[src/rtl/div_unit_pkg.sv]
// Shared definitions for the EX-stage divider: state encodings, handshake
// levels and small arithmetic helpers used at launch and at sign fix-up.
package div_unit_pkg;

  typedef enum logic [1:0] {
    DivFree   = 2'b00,
    DivByZero = 2'b01,
    DivOn     = 2'b10,
    DivEnd    = 2'b11
  } div_state_e;

  localparam logic        DivResultReady    = 1'b1;
  localparam logic        DivResultNotReady = 1'b0;
  localparam logic        DivStart          = 1'b1;
  localparam logic        DivStop           = 1'b0;
  localparam logic        Stop              = 1'b1;
  localparam logic        NoStop            = 1'b0;
  localparam logic [31:0] ZeroWord          = 32'h0000_0000;
  localparam logic        RstEnable         = 1'b1;

  // Magnitude of an operand; 0x80000000 maps onto itself, which is the
  // correct unsigned magnitude of the most negative word.
  function automatic logic [31:0] abs_word(input logic [31:0] value, input logic is_signed);
    logic [31:0] res;
    if (is_signed && value[31]) begin
      res = (~value) + 32'd1;
    end else begin
      res = value;
    end
    return res;
  endfunction

  function automatic logic [31:0] neg_word_if(input logic [31:0] value, input logic negate);
    logic [31:0] res;
    if (negate) begin
      res = (~value) + 32'd1;
    end else begin
      res = value;
    end
    return res;
  endfunction

endpackage

[src/rtl/div_unit_step.sv]
// One restoring-division iteration: trial subtract of the divisor from the
// upper partial remainder, then shift in the quotient bit.
module div_unit_step
  import div_unit_pkg::*;
(
  input  logic [64:0] work_i,
  input  logic [31:0] divisor_i,
  output logic [64:0] work_o
);

  logic [32:0] minuend_s;
  logic [31:0] diff_s;
  logic        borrow_s;

  // The minuend keeps bit 64 so partial remainders above 2^31 are not lost
  // when the divisor itself exceeds 2^31.
  always_comb begin
    minuend_s = work_i[64:32];
    borrow_s  = (minuend_s < {1'b0, divisor_i});
    diff_s    = minuend_s[31:0] - divisor_i;
    if (borrow_s) begin
      work_o = {work_i[63:0], 1'b0};
    end else begin
      work_o = {diff_s, work_i[31:0], 1'b1};
    end
  end

endmodule

[src/rtl/div_unit.sv]
// Multi-cycle 32-bit radix-2 divider for the EX stage; raises a stall
// request while a divide is in flight and returns {remainder, quotient}.
module div_unit
  import div_unit_pkg::*;
(
  input  logic        clk,
  input  logic        rst,
  input  logic        signed_div_i,
  input  logic [31:0] opdata1_i,
  input  logic [31:0] opdata2_i,
  input  logic        start_i,
  input  logic        annul_i,
  output logic [63:0] result_o,
  output logic        ready_o,
  output logic        stallreq_o
);

  div_state_e  state_r, state_next_s;
  logic [5:0]  cnt_r, cnt_next_s;
  logic [64:0] work_r, work_next_s, step_out_s;
  logic [31:0] divisor_r, divisor_next_s;
  logic        neg_quot_r, neg_quot_next_s;
  logic        neg_rem_r, neg_rem_next_s;
  logic [63:0] result_r, result_next_s;
  logic        ready_r, ready_next_s;
  logic        launch_s;

  div_unit_step u_step (
    .work_i    (work_r),
    .divisor_i (divisor_r),
    .work_o    (step_out_s)
  );

  assign launch_s = (start_i == DivStart) && !annul_i;

  // Next-state and datapath updates; every register holds unless a state says otherwise.
  always_comb begin
    state_next_s    = state_r;
    cnt_next_s      = cnt_r;
    work_next_s     = work_r;
    divisor_next_s  = divisor_r;
    neg_quot_next_s = neg_quot_r;
    neg_rem_next_s  = neg_rem_r;
    result_next_s   = result_r;
    ready_next_s    = ready_r;
    case (state_r)
      DivFree: begin
        ready_next_s  = DivResultNotReady;
        result_next_s = {ZeroWord, ZeroWord};
        if (launch_s) begin
          if (opdata2_i == ZeroWord) begin
            state_next_s = DivByZero;
          end else begin
            state_next_s    = DivOn;
            cnt_next_s      = 6'd0;
            work_next_s     = {32'd0, abs_word(opdata1_i, signed_div_i), 1'b0};
            divisor_next_s  = abs_word(opdata2_i, signed_div_i);
            neg_quot_next_s = signed_div_i & (opdata1_i[31] ^ opdata2_i[31]);
            neg_rem_next_s  = signed_div_i & opdata1_i[31];
          end
        end else begin
          state_next_s = DivFree;
        end
      end
      DivByZero: begin
        result_next_s = {ZeroWord, ZeroWord};
        if (annul_i) begin
          state_next_s = DivFree;
          ready_next_s = DivResultNotReady;
        end else begin
          state_next_s = DivEnd;
        end
      end
      DivOn: begin
        if (annul_i) begin
          state_next_s  = DivFree;
          ready_next_s  = DivResultNotReady;
          result_next_s = {ZeroWord, ZeroWord};
        end else begin
          work_next_s = step_out_s;
          cnt_next_s  = cnt_r + 6'd1;
          // The final step's output feeds the sign fix-up directly.
          if (cnt_r == 6'd31) begin
            state_next_s  = DivEnd;
            result_next_s = {neg_word_if(step_out_s[64:33], neg_rem_r),
                             neg_word_if(step_out_s[31:0], neg_quot_r)};
          end else begin
            state_next_s = DivOn;
          end
        end
      end
      DivEnd: begin
        if (annul_i || (start_i == DivStop)) begin
          state_next_s  = DivFree;
          ready_next_s  = DivResultNotReady;
          result_next_s = {ZeroWord, ZeroWord};
        end else begin
          state_next_s = DivEnd;
          ready_next_s = DivResultReady;
        end
      end
      default: begin
        state_next_s  = DivFree;
        ready_next_s  = DivResultNotReady;
        result_next_s = {ZeroWord, ZeroWord};
      end
    endcase
  end

  // State, datapath and output registers with synchronous reset.
  always_ff @(posedge clk) begin
    if (rst == RstEnable) begin
      state_r    <= DivFree;
      cnt_r      <= 6'd0;
      work_r     <= 65'd0;
      divisor_r  <= ZeroWord;
      neg_quot_r <= 1'b0;
      neg_rem_r  <= 1'b0;
      result_r   <= {ZeroWord, ZeroWord};
      ready_r    <= DivResultNotReady;
    end else begin
      state_r    <= state_next_s;
      cnt_r      <= cnt_next_s;
      work_r     <= work_next_s;
      divisor_r  <= divisor_next_s;
      neg_quot_r <= neg_quot_next_s;
      neg_rem_r  <= neg_rem_next_s;
      result_r   <= result_next_s;
      ready_r    <= ready_next_s;
    end
  end

  // Stall request is combinational so EX freezes in the same cycle start rises.
  always_comb begin
    if (rst == RstEnable) begin
      stallreq_o = NoStop;
    end else begin
      stallreq_o = start_i & ~ready_r & ~annul_i;
    end
  end

  assign result_o = result_r;
  assign ready_o  = ready_r;

endmodule

[config.mk]
export PLATFORM = sky130hd
export DESIGN_NAME = div_unit
export DESIGN_NICKNAME = d
export VERILOG_FILES = /design/src/rtl/div_unit_pkg.sv /design/src/rtl/div_unit_step.sv /design/src/rtl/div_unit.sv
export SDC_FILE = /design/constraint.sdc
export NUM_CORES = 1
export LEC_CHECK = 0
export ABC_CLOCK_PERIOD_IN_PS = 5700
export BUFFER_PORTS_ARGS = -buffer_cell sky130_fd_sc_hd__buf_2
export CORE_ASPECT_RATIO = 0.6
export CORE_UTILIZATION = 31
export DETAILED_ROUTE_END_ITERATION = 7
export HOLD_SLACK_MARGIN = 0.12
export SLEW_MARGIN = 20
export SYNTH_ARGS = -nofsm -noshare
export SYNTH_HDL_FRONTEND = slang
export SYNTH_HIERARCHICAL = 1
export SYNTH_SLANG_ARGS = --single-unit
[constraint.sdc]
create_clock -name clk -period 5.7 [get_ports clk]
set_input_delay 1.14 -clock clk [delete_from_list [all_inputs] [get_ports clk]]
set_output_delay 1.14 -clock clk [all_outputs]
set_load 0.02 [all_outputs]
==> results by stage <==
Worst setup path:
- The slowest stage of the critical path is the nor3_4 cell.
- The kind of start point of the critical path is a flip-flop.
- The critical path buffer and inverter count is 5.
- The worst register-to-register path has a setup slack of 750 ps.
- The worst reg2reg path depth is 18.
- The capturing element type of the critical path is a flip-flop.
- The cell family with the largest share of critical-path delay is simple AND/OR/NAND/NOR gates.
- The critical path goes through inv_1 > ha_1 > a211oi_2 > o211ai_1 > a21oi_1 > o22ai_1 > nor3_4 > buf_4 > inv_2 > buf_4 > inv_1 > ha_1 > nand2b_1 > nor4_1 > nand3_1 > o41ai_1 > xor2_1 > o21ai_0.
- The largest stage delay on the critical path is 740 ps.
- The critical setup path kind is reg -> reg.
- STA puts the critical path data arrival time at between 5000 and 6000 ps.
- The capture point of the worst reg-to-reg path is result_o[30]$_SDFFE_PP0P_.
- The startpoint identified for the worst register-to-register timing path is divisor_r[18]$_SDFFE_PP0P_.
- In this run the worst path has a maximum fanout of 24.
- Data on the critical path is required at its endpoint by 6030 ps.

Logic synthesis:
- The synthesized design spends more area on one cell type than any other, namely dfxtp_1.
- The post-synthesis area per instance is between 7 and 8 sq um.
- The cell count after synthesis is roughly 1500.
- The number of enable-type register cells in the synthesized netlist is 0.
- The synthesized design contains 172 register bits.
- By area the synthesized netlist is led by dfxtp_1 30%, xor2_1 7.2%, nand2_1 7.2%.
- In this run, distinct cell masters in the synthesized netlist total 83.
- The leading register cell type out of synthesis is dfxtp_1.
- When the netlist entered floorplanning its net count stood at 1648.
- Summed over its instances, the top area cell type makes up 29.6% of the synthesized netlist area.
- The combined area of all synthesized cells is roughly 12000 sq um.
- The total number of yosys warnings is 6.
- The share of synthesized registers carrying an async set or reset is 0%.
- The sequential element share of the synthesized area is 29.6%.

Drt:
- The total detailed-routing wirelength is 39.7 mm.
- The count of nets left with antenna violations after detail routing is 0.
- The number of vias per cell after detailed routing is 5.30.
- The average wire per standard cell is roughly 19 microns.
- In the routed design, unresolved DRC markers number 0.
- The first detailed-routing pass took 5 iterations.
- The total vias in the final route is 11200.
- In this run, the number of DRC markers left after iteration 0 of detailed routing was 1174.

GRT:
- The met2 routing resource usage after global routing is between 20% and 30%.
- The busiest metal layer after global routing is met1.
- The met1 capacity usage during global routing is 35.5%.
- The number of global-route vias before repair is 9942.
- The global routing usage on met3 is 5.94%.
- Across every metal layer, demand over resource in global routing totals 20.6%.
- The pin count of the biggest net entering global routing is 101.
- The number of antenna violations at the first check in global routing was 2.
- The first global-routing pass estimated slightly above 60 mm of wire.
- The total global routing overflow is 0.

CTS:
- In this run, post-CTS repair resized a total of 0 instances.
- Buffers inserted to repair hold after CTS numbered 0.
- The setup fix buffers added after clock tree synthesis is 0.
- After clock tree synthesis, the clock-pin slew on the worst setup and hold paths is around 70 ps.
- The maximum level of the CTS H-tree is 4.
- TritonCTS created 17 clock buffers.
- The clock reaches the later pin of the worst-skew pair after 450 ps.
- The clock sink total is 172.
- The clock tree root driver cell is clkbuf_16.
- TritonCTS built the clock tree.
- The maximum buffer depth of the clock tree is 2.

Floorplanning:
- The core region is approximately 37000 sq um.
- In this run the horizontal extent of the chip is approximately 250 microns.
- The floorplan has between 50 and 60 rows.
- around 140 I/O pins were placed.
- The vertical die dimension is 152 microns.
- The starting density of the core is 31.8%.
- The floorplan step defined a die boundary enclosing 38300 sq um.

Worst hold path:
- Counting instances, the worst hold path has a depth of 2.
- The terminating pin of the worst hold path is result_o[44]$_SDFFE_PP0P_.
- The start point of the worst hold path is result_o[44]$_SDFFE_PP0P_.
- The tightest min-delay check is of the reg -> reg type.

Layout:
- The multi-input combinational cells in the finished layout cover a total of 7340 sq um.
- After the last flow step, the layout net total stands at 1705.
- The final standard cell area without fillers is between 10000 and 15000 sq um.
- Across the whole layout, storage elements account for ~3400 sq um.
- The proportion of layout cells with a drive suffix above 1 is 14.5%.
- The number of fillers in the final layout is 3905.
- The area added between synthesis and finish is 12.8%.
- In the layout the commonest cells are 222 x nand2_1, 172 x dfxtp_1, 133 x buf_2, 131 x o21ai_0, 118 x a21oi_1.
- The library cell used most frequently in the layout, excluding fill and tap cells, is nand2_1.

Run:
- Across the run, the number of max-cap violations was 0.

STA:
- The final critical path takes up 86.8% of the cycle.
- Based on the critical path, the design can be clocked at up to just over 200 MHz.
- Setup repair after global routing left no endpoint under its margin.
- The clock skew after layout is roughly 15 ps.
- The measured slew at the worst slew-check pin is 1150 ps.
- The final-layout setup total negative slack is 0 ps.
- The final hold violation count is 0.
- The relative max-transition margin is 22.4%.
- The worst path needs 4950 ps of the cycle, external delays included.
- Setup violations remaining at the end of the flow were counted as 0.
- The max-slew violation total from the final report is 0.

Power and ir drop:
- The total power of the final layout is 3.66 mW.
- The static leakage power is about 5.1 nW.
- The highest ir drop seen on vdd is about 0.16 mV.
- The total power density per cell area is roughly 280 nW/um^2.

Placement:
- The total cell area at the placement stage is roughly 12000 sq um.
- Detailed placement ended at an HPWL of 31.0 mm.
- The routability congestion estimate is 0.938.
- The count of buffers from port buffering is 134.

Run status:
- The run finished with clean final reports.
==> metrics by stage <==
stage               hold WS (ps)  worst slack, ps  utilization [%]  std cells
floorplan                    432             1750                -       1536
global placement             432              754             34.1       2078
detailed placement           438              745             34.1       2078
CTS                          454              711             35.8       2109
global route                 480              200             35.8       2109
finish                       447              752             35.8       2110
==> where the power goes <==
group	switching (mW)	leakage, nW	internal, mW	total (mW)
logic	0.713	3.37	0.357	1.07
clock network	0.533	0.294	0.730	1.26
registers	0.0734	1.39	1.26	1.33
==> how the worst max path moves through the flow <==
stage	startpoint	endpoint	slack (ps)	cells after the start
after detailed placement	divisor_r[18]$_SDFFE_PP0P_	result_o[30]$_SDFFE_PP0P_	750	18
after global placement	divisor_r[9]$_SDFFE_PP0P_	result_o[30]$_SDFFE_PP0P_	750	18
after CTS	divisor_r[18]$_SDFFE_PP0P_	result_o[30]$_SDFFE_PP0P_	710	18
final	divisor_r[18]$_SDFFE_PP0P_	result_o[30]$_SDFFE_PP0P_	750	18
after global routing	divisor_r[26]$_SDFFE_PP0P_	result_o[30]$_SDFFE_PP0P_	200	18
after floorplan	work_r[32]$_SDFFE_PP0P_	result_o[61]$_SDFFE_PP0P_	1750	17
==> sequential cells by signal (all words and copies together), names as in the netlist <==
name        cells
state_r         2
work_r         65
divisor_r      32
cnt_r           6
result_o       64
ready_o         1
neg_rem_r       1
neg_quot_r      1
==> cell type report <==
| type | instances | area share (%) |
|---|---|---|
| antenna | 1 | 0.0191 |
| clock inverter | 11 | 1.20 |
| timing repair buffer | 161 | 6.67 |
| tap | 504 | 4.80 |
| sequential | 172 | 26.2 |
| inverter | 57 | 1.63 |
| clock buffer | 20 | 3.56 |
| multi-input combinational | 1184 | 55.9 |
==> cells by family (layout without fill, tap and decap cells) <==
group	Yosys count	count (layout)	synth area share (%)
DFF	172	172	29.6
AOI/OAI and AO/OA	450	450	24.7
muxes	7	7	0.710
adders and majority gates	43	43	4.69
xor gates and xnor gates	143	143	10.8
other	0	1	0
and+or+nand+nor	541	541	21.9
buffers and inverters	180	249	7.62
==> tightest hold or removal path, delay by kind of cell, from the launching register on <==
family / cells / cell delay [ps]
compound gates: 1 / 50
simple gates: 1 / 40
flops: 1 / 320
==> metal layers <==
layer  wire (microns)  part of all wire, %  up-vias
li1                 -                    -     5527
met1            21900                   55     5244
met2            13300                   34      387
met3             4070                   10       27
met4              323                 0.81        2
met5               12                0.030        -
==> cell usage after synthesis (22+ instances only) <==
| cell | instances |
|---|---|
| a21oi_1 | 118 |
| a211oi_1 | 30 |
| o21ai_0 | 131 |
| nor3_1 | 27 |
| o31ai_1 | 33 |
| ha_1 | 42 |
| o211ai_1 | 22 |
| dfxtp_1 | 172 |
| nand2b_1 | 26 |
| nand2_1 | 222 |
| clkbuf_1 | 59 |
| inv_1 | 55 |
| nor2_1 | 106 |
| buf_4 | 33 |
| nand3_1 | 59 |
| xnor2_1 | 47 |
| xor2_1 | 96 |
Power figures use the tool's default switching activity.
